==> src/rtl/updown_counter_if.sv <==
// updown_counter_if: control/status bundle between a counter user (master) and the counter (slave)
interface updown_counter_if #(parameter int WIDTH = 8);
  logic             enable;
  logic             up_down;
  logic             mode;
  logic             load;
  logic [WIDTH-1:0] load_value;
  logic             clear_ovf;
  logic [WIDTH-1:0] count;
  logic             tc;
  logic             ovf;
  modport master (
    output enable, up_down, mode, load, load_value, clear_ovf,
    input  count, tc, ovf
  );
  modport slave (
    input  enable, up_down, mode, load, load_value, clear_ovf,
    output count, tc, ovf
  );
endinterface

==> src/rtl/updown_counter.sv <==
// updown_counter: modulus up/down counter with load, wrap/saturate, tc pulse and sticky ovf; COUNTER_PRESCALE_EN adds a step prescaler
module updown_counter #(
  parameter int WIDTH     = 8,
  parameter int MAX_VALUE = (1 << WIDTH) - 1,
  parameter int PRESCALE  = 4
) (
  input logic clk,
  input logic reset,
  updown_counter_if.slave bus
);
  localparam logic [WIDTH-1:0] MAXV = WIDTH'(MAX_VALUE);
  if (WIDTH < 2 || MAX_VALUE < 1 || longint'(MAX_VALUE) >= (longint'(1) << WIDTH) || PRESCALE < 2) begin : g_bad_params
    $error("updown_counter: illegal parameters");
  end
  logic [WIDTH-1:0] count_q, nxt, load_clip;
  logic             tc_q, ovf_q, step, at_lim, limit;
`ifdef COUNTER_PRESCALE_EN
  localparam int PW = $clog2(PRESCALE);
  localparam logic [PW-1:0] PLAST = PW'(PRESCALE - 1);
  logic [PW-1:0] pre_q;
  assign step = bus.enable && pre_q == PLAST;
  always_ff @(posedge clk or negedge reset)
    if (!reset) pre_q <= '0;
    else if (bus.load) pre_q <= '0;
    else if (bus.enable) pre_q <= step ? '0 : pre_q + 1'b1;
`else
  assign step = bus.enable;
`endif
  always_comb begin
    at_lim    = bus.up_down ? count_q == MAXV : count_q == '0;
    nxt       = bus.up_down ? (at_lim ? (bus.mode ? MAXV : '0) : count_q + 1'b1)
                            : (at_lim ? (bus.mode ? '0 : MAXV) : count_q - 1'b1);
    limit     = step && at_lim && !bus.load;
    load_clip = bus.load_value > MAXV ? MAXV : bus.load_value;
  end
  always_ff @(posedge clk or negedge reset)
    if (!reset) begin
      count_q <= '0;
      tc_q    <= 1'b0;
      ovf_q   <= 1'b0;
    end else begin
      count_q <= bus.load ? load_clip : step ? nxt : count_q;
      tc_q    <= limit;
      ovf_q   <= limit || (ovf_q && !bus.clear_ovf);
    end
  assign bus.count = count_q;
  assign bus.tc    = tc_q;
  assign bus.ovf   = ovf_q;
endmodule

==> src/flat_wrapper.sv <==
// flat-port wrapper written by rule: the top's interface ports become plain ports
module updown_counter_flat 
#(
  parameter int WIDTH     = 8,
  parameter int MAX_VALUE = (1 << WIDTH) - 1,
  parameter int PRESCALE  = 4
)
  (clk, reset, bus_enable, bus_up_down, bus_mode, bus_load, bus_load_value, bus_clear_ovf, bus_count, bus_tc, bus_ovf);
  updown_counter_if #(.WIDTH(WIDTH)) bus_i ();
  input logic clk;
  input logic reset;
  input wire logic [$bits(bus_i.enable)-1:0] bus_enable;
  input wire logic [$bits(bus_i.up_down)-1:0] bus_up_down;
  input wire logic [$bits(bus_i.mode)-1:0] bus_mode;
  input wire logic [$bits(bus_i.load)-1:0] bus_load;
  input wire logic [$bits(bus_i.load_value)-1:0] bus_load_value;
  input wire logic [$bits(bus_i.clear_ovf)-1:0] bus_clear_ovf;
  output wire logic [$bits(bus_i.count)-1:0] bus_count;
  output wire logic [$bits(bus_i.tc)-1:0] bus_tc;
  output wire logic [$bits(bus_i.ovf)-1:0] bus_ovf;
  assign bus_i.enable = bus_enable;
  assign bus_i.up_down = bus_up_down;
  assign bus_i.mode = bus_mode;
  assign bus_i.load = bus_load;
  assign bus_i.load_value = bus_load_value;
  assign bus_i.clear_ovf = bus_clear_ovf;
  assign bus_count = bus_i.count;
  assign bus_tc = bus_i.tc;
  assign bus_ovf = bus_i.ovf;
  updown_counter #(.WIDTH(WIDTH), .MAX_VALUE(MAX_VALUE), .PRESCALE(PRESCALE)) u_core (.clk(clk), .reset(reset), .bus(bus_i));
endmodule
==> config.mk <==
export PLATFORM = sky130hd
export DESIGN_NAME = updown_counter_flat
export DESIGN_NICKNAME = d
export VERILOG_FILES = /design/src/rtl/updown_counter_if.sv /design/src/rtl/updown_counter.sv /design/src/flat_wrapper.sv
export SDC_FILE = /design/constraint.sdc
export NUM_CORES = 1
export LEC_CHECK = 0
export CORE_MARGIN = 1
export CORE_UTILIZATION = 30
export DETAILED_ROUTE_END_ITERATION = 10
export GPL_ROUTABILITY_DRIVEN = 0
export HOLD_SLACK_MARGIN = 0.12
export SYNTH_ARGS = -nofsm -noshare
export SYNTH_HDL_FRONTEND = slang
export SYNTH_SLANG_ARGS = --single-unit
==> constraint.sdc <==
create_clock -name clk -period 2.8 [get_ports clk]
set_clock_uncertainty 0.1 [all_clocks]
set_input_delay 0.42 -clock clk [delete_from_list [all_inputs] [get_ports clk]]
set_output_delay 0.42 -clock clk [all_outputs]
set_load 0.02 [all_outputs]
==> impl_metrics.env, run 1 <==
export IMPL_crit_path_start_kind="flop"
export IMPL_first_iter_violations=18
export IMPL_grt_util_met2=0.244
export IMPL_synth_cells=96
export IMPL_viasPerCell=5.54
export IMPL_timing_final_crit_period_ns=2.34
export IMPL_critPathCaptureType="flop"
export IMPL_power_share_sequential=0.418
export IMPL_worst_flop_to_flop_path_endpoint="u_core.bus.count[5]$_DFFE_PN0P_"
export IMPL_timing_reg2reg_setup_slack_ns=0.46
export IMPL_drv_max_cap_violation_count=0
export IMPL_global_route_wire_length_before_repair_um=3740
export IMPL_worst_endpoint_arrival_ns=2.38
export IMPL_num_vias=837
export IMPL_netlist_top_cells_area="sky130_fd_sc_hd__dfrtp_1, sky130_fd_sc_hd__xor2_1, sky130_fd_sc_hd__ha_1, sky130_fd_sc_hd__nor2_1, sky130_fd_sc_hd__xnor2_1"
export IMPL_vdd_drop_max_uv=248
export IMPL_max_freq_mhz=427
export IMPL_required_arrival_time_at_the_worst_endpoint_ns=2.84
export IMPL_worst_hold_slack_ns=0.389
export IMPL_placement_rows=19
export IMPL_setup_worst_path_end="u_core.bus.count[5]$_DFFE_PN0P_"
export IMPL_cts_tree="yes"
export IMPL_drc=0
export IMPL_clk_path_buf_depth=2
export IMPL_syn_num_nets=114
export IMPL_num_io_pins=25
export IMPL_drtPass1Iterations=4
export IMPL_power_per_cell_area_mw_per_mm2=402
export IMPL_clock_latency_ns=0.26
export IMPL_max_slew_worst_pin_slew_ns=0.496
export IMPL_combinational_fraction_of_design_power=0.366
export IMPL_syn_avg_cell_area_um2=8.91
export IMPL_synth_flop_cell="sky130_fd_sc_hd__dfrtp_1"
export IMPL_synth_yosys_warnings=0
export IMPL_die_width_um=55.4
export IMPL_synth_edff_count=0
export IMPL_most_common_layout_cells="sky130_fd_sc_hd__clkdlybuf4s50_1, sky130_fd_sc_hd__dfrtp_1, sky130_fd_sc_hd__nor2_1"
export IMPL_coreArea_mm2=0.00273
export IMPL_layout_commonest_cell="sky130_fd_sc_hd__clkdlybuf4s50_1"
export IMPL_maximum_number_of_pins_on_one_net_before_global_route_repair=12
export IMPL_power_share_clock=0.216
export IMPL_share_of_synthesized_area_occupied_by_flip_flops_and_latches=0.292
export IMPL_fp_dieArea_mm2=0.00307
export IMPL_clkTransAtPathRegs_ns=0.06
export IMPL_place_inst=148
export IMPL_cts_post_setup_buffers_inserted=0
export IMPL_cts_buffers_inserted=3
export IMPL_r2r_depth=6
export IMPL_synth_largest_area_cell="sky130_fd_sc_hd__dfrtp_1"
export IMPL_final_setup_viol_count=0
export IMPL_path_class="flop to flop"
export IMPL_status="complete, no violations"
export IMPL_start_util=0.313
export IMPL_yosys_cell_types_count=42
export IMPL_setup_repair_after_global_routing_missed_its_margin="false"
export IMPL_critical_path_max_fanout=9
export IMPL_drtAntennaViolNets=0
export IMPL_cts_resized=0
export IMPL_internal_power_w=0.000296
export IMPL_clock_sink_count=10
export IMPL_grt_remaining_overflow=0
export IMPL_worst_hold_path_type="primary input to async pin"
export IMPL_grt_pass1_vias=808
export IMPL_port_buffer_count=24
export IMPL_post_route_cells_drive_above_1_share=0.100
export IMPL_path_buf_inv=0
export IMPL_grt_usage=0.153
export IMPL_antenna_found_initial=0
export IMPL_grt_util_met1=0.205
export IMPL_crit_reg2reg_launch="u_core.bus.count[1]$_DFFE_PN0P_"
export IMPL_synth_seq_cells=10
export IMPL_synthesized_area_um2=856
export IMPL_path_cells="ha_1, and4_1, a22oi_2, nor2_1, a221o_1, or3_1"
export IMPL_synth_top_area_share=0.292
export IMPL_drt_total_wl_um=2230
export IMPL_cts_root_buf="sky130_fd_sc_hd__clkbuf_4"
export IMPL_finalHoldViolCount=0
export IMPL_final_max_slew_viol_count=0
export IMPL_cpLargestDelayFamily="simple AND/OR/NAND/NOR gates"
export IMPL_post_drt_wl_per_cell_um=14.7
export IMPL_areaGrowthSynthToFinish_pct=33.3
export IMPL_power_leakage_nw=0.465
export IMPL_worstSetupStartpoint="u_core.bus.count[1]$_DFFE_PN0P_"
export IMPL_grt_use_met3=0.0468
export IMPL_detailed_place_hpwl_um=1680
export IMPL_dp_worst_setup_slack_ns=0.208
export IMPL_path_length_in_cells_of_the_critical_path=6
export IMPL_insertedDiodeCount=0
export IMPL_finish_net_count=140
export IMPL_tns_ns=0
export IMPL_post_layout_nonfiller_instances=151
export IMPL_cts_htree_levels=1
export IMPL_max_incr_delay_on_cp_ns=0.47
export IMPL_finalWorstSetupSlack_ns=0.455
export IMPL_grt_busiest_layer="met2"
export IMPL_finalCoreUtilization=0.417
export IMPL_max_slew_margin=0.668
export IMPL_p_sw_w=0.000163
export IMPL_hold_buffers=0
export IMPL_die_y_um=55.4
export IMPL_critical_path_slowest_cell="sky130_fd_sc_hd__dfrtp_1"
export IMPL_switching_share=0.355
export IMPL_min_period_over_period=0.837
export IMPL_fraction_of_registers_with_async_set_or_reset_after_synthesis=1.00
==> power by group through the flow <==
stage / clock network, W / logic (W) / registers (W)
after floorplan: 0 / 0.0000893 / 0.000200
after global routing: 0.000109 / 0.000184 / 0.000196
after detailed placement: 0 / 0.000168 / 0.000194
after CTS: 0.000105 / 0.000169 / 0.000191
final: 0.0000990 / 0.000168 / 0.000192
after global placement: 0 / 0.000167 / 0.000193
==> synthesized netlist by cell type, drive strengths merged, types with 3 or more instances <==
cell type,n
dfrtp,10
nand2,6
nor2,8
a21oi,5
and3,4
inv,6
xor2,5
xnor2,3
or3,3
buf,3
nand4,3
ha,3
o21ai,3
==> area by class of cell <==
class	instances	area (um^2)
clock buffer	3	22.5
fill	295	1590
inverter	6	22.5
multi-input combinational	75	552
sequential	10	250
tap	31	38.8
timing repair buffer	26	255
==> registers in the layout (all words and copies together) (netlist names) <==
name,cells
u_core.bus.count,8
u_core.bus.ovf,1
u_core.bus.tc,1
==> layer usage <==
layer	routed length, um	share of wire
met1	1030	0.46
met2	1080	0.48
met3	120	0.054
met4	0	0
met5	0	0
==> logic make-up after synthesis <==
logic type	after synthesis	synth area share
xor+xnor	8	0.0819
compound gates	23	0.206
fa+ha+maj	3	0.0439
simple gates	38	0.275
mux	3	0.0380
buf+inv	11	0.0629
flops	10	0.292
==> worst reg2reg max path, cell delays in order, from the launching register on <==
cell,delay [ns]
sky130_fd_sc_hd__dfrtp_1,0.47
sky130_fd_sc_hd__ha_1,0.29
sky130_fd_sc_hd__and4_1,0.22
sky130_fd_sc_hd__a22oi_2,0.38
sky130_fd_sc_hd__nor2_1,0.14
sky130_fd_sc_hd__a221o_1,0.30
sky130_fd_sc_hd__or3_1,0.32
==> worst min path at each step <==
stage / from / slack, ns / cells after the start / to
2_1_floorplan: reset / 0.02 / 0 / u_core.bus.count[0]$_DFFE_PN0P_
3_3_place_gp: u_core.bus.ovf$_DFF_PN0_ / 0.43 / 2 / u_core.bus.ovf$_DFF_PN0_
4_1_cts: reset / 0.40 / 1 / u_core.bus.count[4]$_DFFE_PN0P_
6_report: reset / 0.39 / 1 / u_core.bus.count[5]$_DFFE_PN0P_
5_1_grt: reset / 0.40 / 1 / u_core.bus.count[4]$_DFFE_PN0P_
3_5_place_dp: u_core.bus.ovf$_DFF_PN0_ / 0.43 / 2 / u_core.bus.ovf$_DFF_PN0_
==> stage by stage <==
stage	area [um^2]	power, W
detailed placement	1120	0.000362
finish	1140	0.000459
global route	1140	0.000490
CTS	1140	0.000466
floorplan	856	0.000290
global placement	1120	0.000360
Power figures use the tool's default switching activity.
==> run 2: changes to the inputs <==
Clock period 2.8 ns to 2.2 ns, I/O delays scaled along.
==> impl_metrics.env, run 2 (synthesis gave the netlist of run 1 again) <==
export IMPL_cts_htree_levels=1
export IMPL_final_setup_viol_count=0
export IMPL_worst_flop_to_flop_path_endpoint="u_core.bus.count[4]$_DFFE_PN0P_"
export IMPL_hold_buffers=0
export IMPL_crit_path_start_kind="primary input"
export IMPL_path_length_in_cells_of_the_critical_path=7
export IMPL_timing_reg2reg_setup_slack_ns=0.15
export IMPL_die_width_um=55.4
export IMPL_worstSetupStartpoint="bus_up_down"
export IMPL_clock_latency_ns=0.27
export IMPL_start_util=0.313
export IMPL_final_max_slew_viol_count=0
export IMPL_clk_path_buf_depth=2
export IMPL_timing_final_crit_period_ns=2.05
export IMPL_drv_max_cap_violation_count=0
export IMPL_setup_worst_path_end="u_core.bus.count[4]$_DFFE_PN0P_"
export IMPL_port_buffer_count=24
export IMPL_place_inst=164
export IMPL_drc=0
export IMPL_detailed_place_hpwl_um=1950
export IMPL_tns_ns=0
export IMPL_global_route_wire_length_before_repair_um=4170
export IMPL_cts_root_buf="sky130_fd_sc_hd__clkbuf_4"
export IMPL_coreArea_mm2=0.00273
export IMPL_power_per_cell_area_mw_per_mm2=487
export IMPL_finalHoldViolCount=0
export IMPL_critical_path_max_fanout=7
export IMPL_grt_usage=0.176
export IMPL_status="complete, no violations"
export IMPL_first_iter_violations=16
export IMPL_maximum_number_of_pins_on_one_net_before_global_route_repair=11
export IMPL_path_cells="clkdlybuf4s50_1, and4_1, a22oi_2, buf_12, or3b_1, a21oi_1, o22a_1"
export IMPL_finish_net_count=158
export IMPL_grt_remaining_overflow=0
export IMPL_max_slew_margin=0.680
export IMPL_grt_pass1_vias=904
export IMPL_drt_total_wl_um=2460
export IMPL_vdd_drop_max_uv=288
export IMPL_critical_path_slowest_cell="sky130_fd_sc_hd__clkdlybuf4s50_1"
export IMPL_cpLargestDelayFamily="buffers and inverters"
export IMPL_r2r_depth=7
export IMPL_antenna_found_initial=0
export IMPL_areaGrowthSynthToFinish_pct=51.3
export IMPL_power_leakage_nw=0.556
export IMPL_crit_reg2reg_launch="u_core.bus.count[0]$_DFFE_PN0P_"
export IMPL_cts_tree="yes"
export IMPL_max_freq_mhz=487
export IMPL_drtPass1Iterations=4
export IMPL_viasPerCell=5.32
export IMPL_max_slew_worst_pin_slew_ns=0.478
export IMPL_worst_hold_path_type="primary input to async pin"
export IMPL_most_common_layout_cells="sky130_fd_sc_hd__clkdlybuf4s50_1, sky130_fd_sc_hd__buf_4, sky130_fd_sc_hd__dfrtp_1"
export IMPL_post_drt_wl_per_cell_um=14.5
export IMPL_path_class="primary input to flop"
export IMPL_post_layout_nonfiller_instances=169
export IMPL_clkTransAtPathRegs_ns=0.07
export IMPL_min_period_over_period=0.934
export IMPL_critPathCaptureType="flop"
export IMPL_max_incr_delay_on_cp_ns=0.50
export IMPL_die_y_um=55.4
export IMPL_cts_buffers_inserted=3
export IMPL_num_io_pins=25
export IMPL_required_arrival_time_at_the_worst_endpoint_ns=2.31
export IMPL_layout_commonest_cell="sky130_fd_sc_hd__clkdlybuf4s50_1"
export IMPL_placement_rows=19
export IMPL_number_of_flip_flops_in_the_largest_register=8
export IMPL_clock_sink_count=10
export IMPL_worst_endpoint_arrival_ns=2.16
export IMPL_insertedDiodeCount=0
export IMPL_drtAntennaViolNets=0
export IMPL_num_vias=899
export IMPL_fp_dieArea_mm2=0.00307
export IMPL_post_route_cells_drive_above_1_share=0.232
export IMPL_path_buf_inv=2
## run 2: worst min path at each step
| stage | startpoint | end | slack (ns) | cells past startpoint |
|---|---|---|---|---|
| 4_1_cts | reset | u_core.bus.count[4]$_DFFE_PN0P_ | 0.31 | 1 |
| 5_1_grt | reset | u_core.bus.count[4]$_DFFE_PN0P_ | 0.31 | 1 |
| 3_5_place_dp | u_core.bus.ovf$_DFF_PN0_ | u_core.bus.ovf$_DFF_PN0_ | 0.43 | 2 |
| 3_3_place_gp | u_core.bus.ovf$_DFF_PN0_ | u_core.bus.ovf$_DFF_PN0_ | 0.42 | 2 |
| 6_report | reset | u_core.bus.count[4]$_DFFE_PN0P_ | 0.29 | 1 |
| 2_1_floorplan | reset | u_core.bus.count[0]$_DFFE_PN0P_ | -0.07 | 0 |
## run 2: metrics by stage
step / util / total power [W] / instance area (um^2) / setup slack (ns) / hold slack (ns)
3_5_place_dp: 0.458 / 0.000499 / 1250 / -0.134 / 0.431
6_report: 0.474 / 0.000631 / 1290 / 0.146 / 0.287
2_1_floorplan: - / 0.000368 / 856 / 0.114 / -0.0656
5_1_grt: 0.474 / 0.000676 / 1290 / -0.00809 / 0.311
4_1_cts: 0.466 / 0.000632 / 1270 / 0.0974 / 0.308
3_3_place_gp: 0.458 / 0.000497 / 1250 / -0.115 / 0.424
## run 2: cell type report
type / count / area (um^2)
Inverter: 6 / 22.5
Clock buffer: 3 / 22.5
Fill cell: 276 / 1440
Multi-Input combinational cell: 75 / 558
Sequential cell: 10 / 250
Tap cell: 31 / 38.8
Timing Repair Buffer: 44 / 403
## run 2: timing repair
action,4_1_cts,5_1_grt
setup endpoints to repair,0,3
setup buffers,0,2
resized for setup,0,2
## run 2: power breakdown
part	internal, W	switching [W]
Combinational	0.000144	0.000132
Clock	0.0000632	0.0000647
Sequential	0.000201	0.0000255
Total	0.000409	0.000222
## run 2: routing by layer
metal  GRT usage  wire [um]  vias to the layer above
met1       0.215       1080                      432
met5           0          0                        -
li1            -          -                      440
met4      0.0214          9                        0
met3      0.0539        109                        2
met2       0.312       1260                       25
==> run 3: changes to the inputs <==
Settings changed: CELL_PAD_IN_SITES_DETAIL_PLACEMENT from default to 1, CELL_PAD_IN_SITES_GLOBAL_PLACEMENT from default to 1, PLACE_DENSITY_LB_ADDON from default to 0.1.
==> impl_metrics.env, run 3 (synthesis gave the netlist of run 1 again) <==
export IMPL_status="complete, no violations"
export IMPL_die_y_um=55.4
export IMPL_die_width_um=55.4
export IMPL_max_incr_delay_on_cp_ns=0.42
export IMPL_finalCoreUtilization=0.486
export IMPL_worst_hold_path_type="primary input to async pin"
export IMPL_drtPass1Iterations=4
export IMPL_critical_path_slowest_cell="sky130_fd_sc_hd__dfrtp_1"
export IMPL_worst_endpoint_arrival_ns=2.14
export IMPL_layout_filler_cells=330
export IMPL_placement_rows=19
export IMPL_cts_root_buf="sky130_fd_sc_hd__clkbuf_4"
export IMPL_crit_path_start_kind="flop"
export IMPL_finish_net_count=161
export IMPL_clock_sink_count=10
export IMPL_cpLargestDelayFamily="compound AO/OA/AOI/OAI gates"
export IMPL_number_of_flip_flops_in_the_largest_register=8
export IMPL_min_period_over_period=0.957
export IMPL_postPlaceCellArea_mm2=0.00125
export IMPL_detailed_place_hpwl_um=2250
export IMPL_antenna_found_initial=0
export IMPL_tns_ns=0
export IMPL_critPathCaptureType="flop"
export IMPL_path_cells="ha_1, and4_1, a22oi_2, nor2_1, buf_4, a221oi_1, o221ai_1"
export IMPL_timing_final_crit_period_ns=2.10
export IMPL_critical_path_max_fanout=4
export IMPL_max_slew_worst_pin_slew_ns=0.519
export IMPL_drv_max_cap_violation_count=0
export IMPL_layout_commonest_cell="sky130_fd_sc_hd__clkdlybuf4s50_1"
export IMPL_drt_total_wl_um=2880
export IMPL_global_route_wire_length_before_repair_um=4810
export IMPL_drc=0
export IMPL_coreArea_mm2=0.00273
export IMPL_insertedDiodeCount=0
export IMPL_drtAntennaViolNets=0
export IMPL_grt_remaining_overflow=0
export IMPL_max_freq_mhz=475
export IMPL_setup_repair_after_global_routing_missed_its_margin="false"
export IMPL_vdd_drop_max_uv=352
export IMPL_viasPerCell=5.40
export IMPL_power_leakage_nw=0.575
export IMPL_final_setup_viol_count=0
export IMPL_worst_hold_slack_ns=0.289
export IMPL_maximum_number_of_pins_on_one_net_before_global_route_repair=12
export IMPL_start_util=0.313
export IMPL_num_io_pins=25
export IMPL_path_class="flop to flop"
export IMPL_areaGrowthSynthToFinish_pct=55.1
export IMPL_grt_usage=0.203
export IMPL_power_per_cell_area_mw_per_mm2=526
export IMPL_max_slew_margin=0.653
export IMPL_clk_path_buf_depth=2
export IMPL_cts_htree_levels=1
export IMPL_final_area_mm2=0.00133
export IMPL_cts_tree="yes"
export IMPL_num_vias=935
export IMPL_finalHoldViolCount=0
export IMPL_grt_pass1_vias=960
export IMPL_final_max_slew_viol_count=0
export IMPL_post_route_cells_drive_above_1_share=0.261
export IMPL_fp_dieArea_mm2=0.00307
export IMPL_post_drt_wl_per_cell_um=16.6
export IMPL_clock_latency_ns=0.28
export IMPL_first_iter_violations=14
export IMPL_path_buf_inv=1
export IMPL_clkTransAtPathRegs_ns=0.08
export IMPL_required_arrival_time_at_the_worst_endpoint_ns=2.24
export IMPL_most_common_layout_cells="sky130_fd_sc_hd__clkdlybuf4s50_1, sky130_fd_sc_hd__buf_4, sky130_fd_sc_hd__dfrtp_1"
export IMPL_port_buffer_count=24
export IMPL_cts_buffers_inserted=3
## run 3: cell types whose count changed in the layout (fill, tap and decap cells not counted), sizes merged
cell and change:
clkbuf +1, buf +3
## run 3: what timing repair did
| action | 4_1_cts | 5_1_grt |
|---|---|---|
| resized for setup | 0 | 3 |
| setup endpoints to repair | 0 | 4 |
| setup buffers | 0 | 3 |
| hold buffers | 0 | 0 |
## run 3: worst paths after layout
check / start / endpoint / slack [ns] / cells after the start
max in group asynchronous: reset / u_core.bus.count[2]$_DFFE_PN0P_ / 1.36 / 1
hold / removal: reset / u_core.bus.count[7]$_DFFE_PN0P_ / 0.29 / 1
setup / recovery: u_core.bus.count[0]$_DFFE_PN0P_ / u_core.bus.count[7]$_DFFE_PN0P_ / 0.1 / 7
hold reg to reg: u_core.bus.ovf$_DFF_PN0_ / u_core.bus.ovf$_DFF_PN0_ / 0.47 / 2
min in group clk: u_core.bus.ovf$_DFF_PN0_ / u_core.bus.ovf$_DFF_PN0_ / 0.47 / 2
setup reg to reg: u_core.bus.count[0]$_DFFE_PN0P_ / u_core.bus.count[7]$_DFFE_PN0P_ / 0.1 / 7
## run 3: through the flow
step           instances  power (W)  worst slack (ns)
2_1_floorplan         96   0.000368             0.114
3_3_place_gp         166   0.000508           -0.0958
3_5_place_dp         166   0.000511            -0.158
4_1_cts              170   0.000696            0.0272
5_1_grt              173   0.000736           0.00506
6_report             173   0.000698            0.0956
## run 3: layout make-up
class                           instances  area (um^2)  share of cell area
Sequential cell                        10          250               0.189
Multi-Input combinational cell         75          567               0.427
Tap cell                               31         38.8              0.0292
Timing Repair Buffer                   47          413               0.311
Inverter                                6         22.5              0.0170
Clock buffer                            4         36.3              0.0273
## run 3: layer usage
metal,up-vias,share of wire,track usage
li1,452,-,-
met1,458,0.44,0.244
met2,20,0.51,0.372
met3,5,0.031,0.0258
met4,0,0.014,0.0643
met5,-,0,0
## run 3: where the power goes
group          internal, W  total, W  switching (W)
Combinational     0.000154  0.000293       0.000139
Clock             0.000101  0.000178      0.0000773
Sequential        0.000201  0.000227      0.0000260
Total             0.000456  0.000698       0.000242
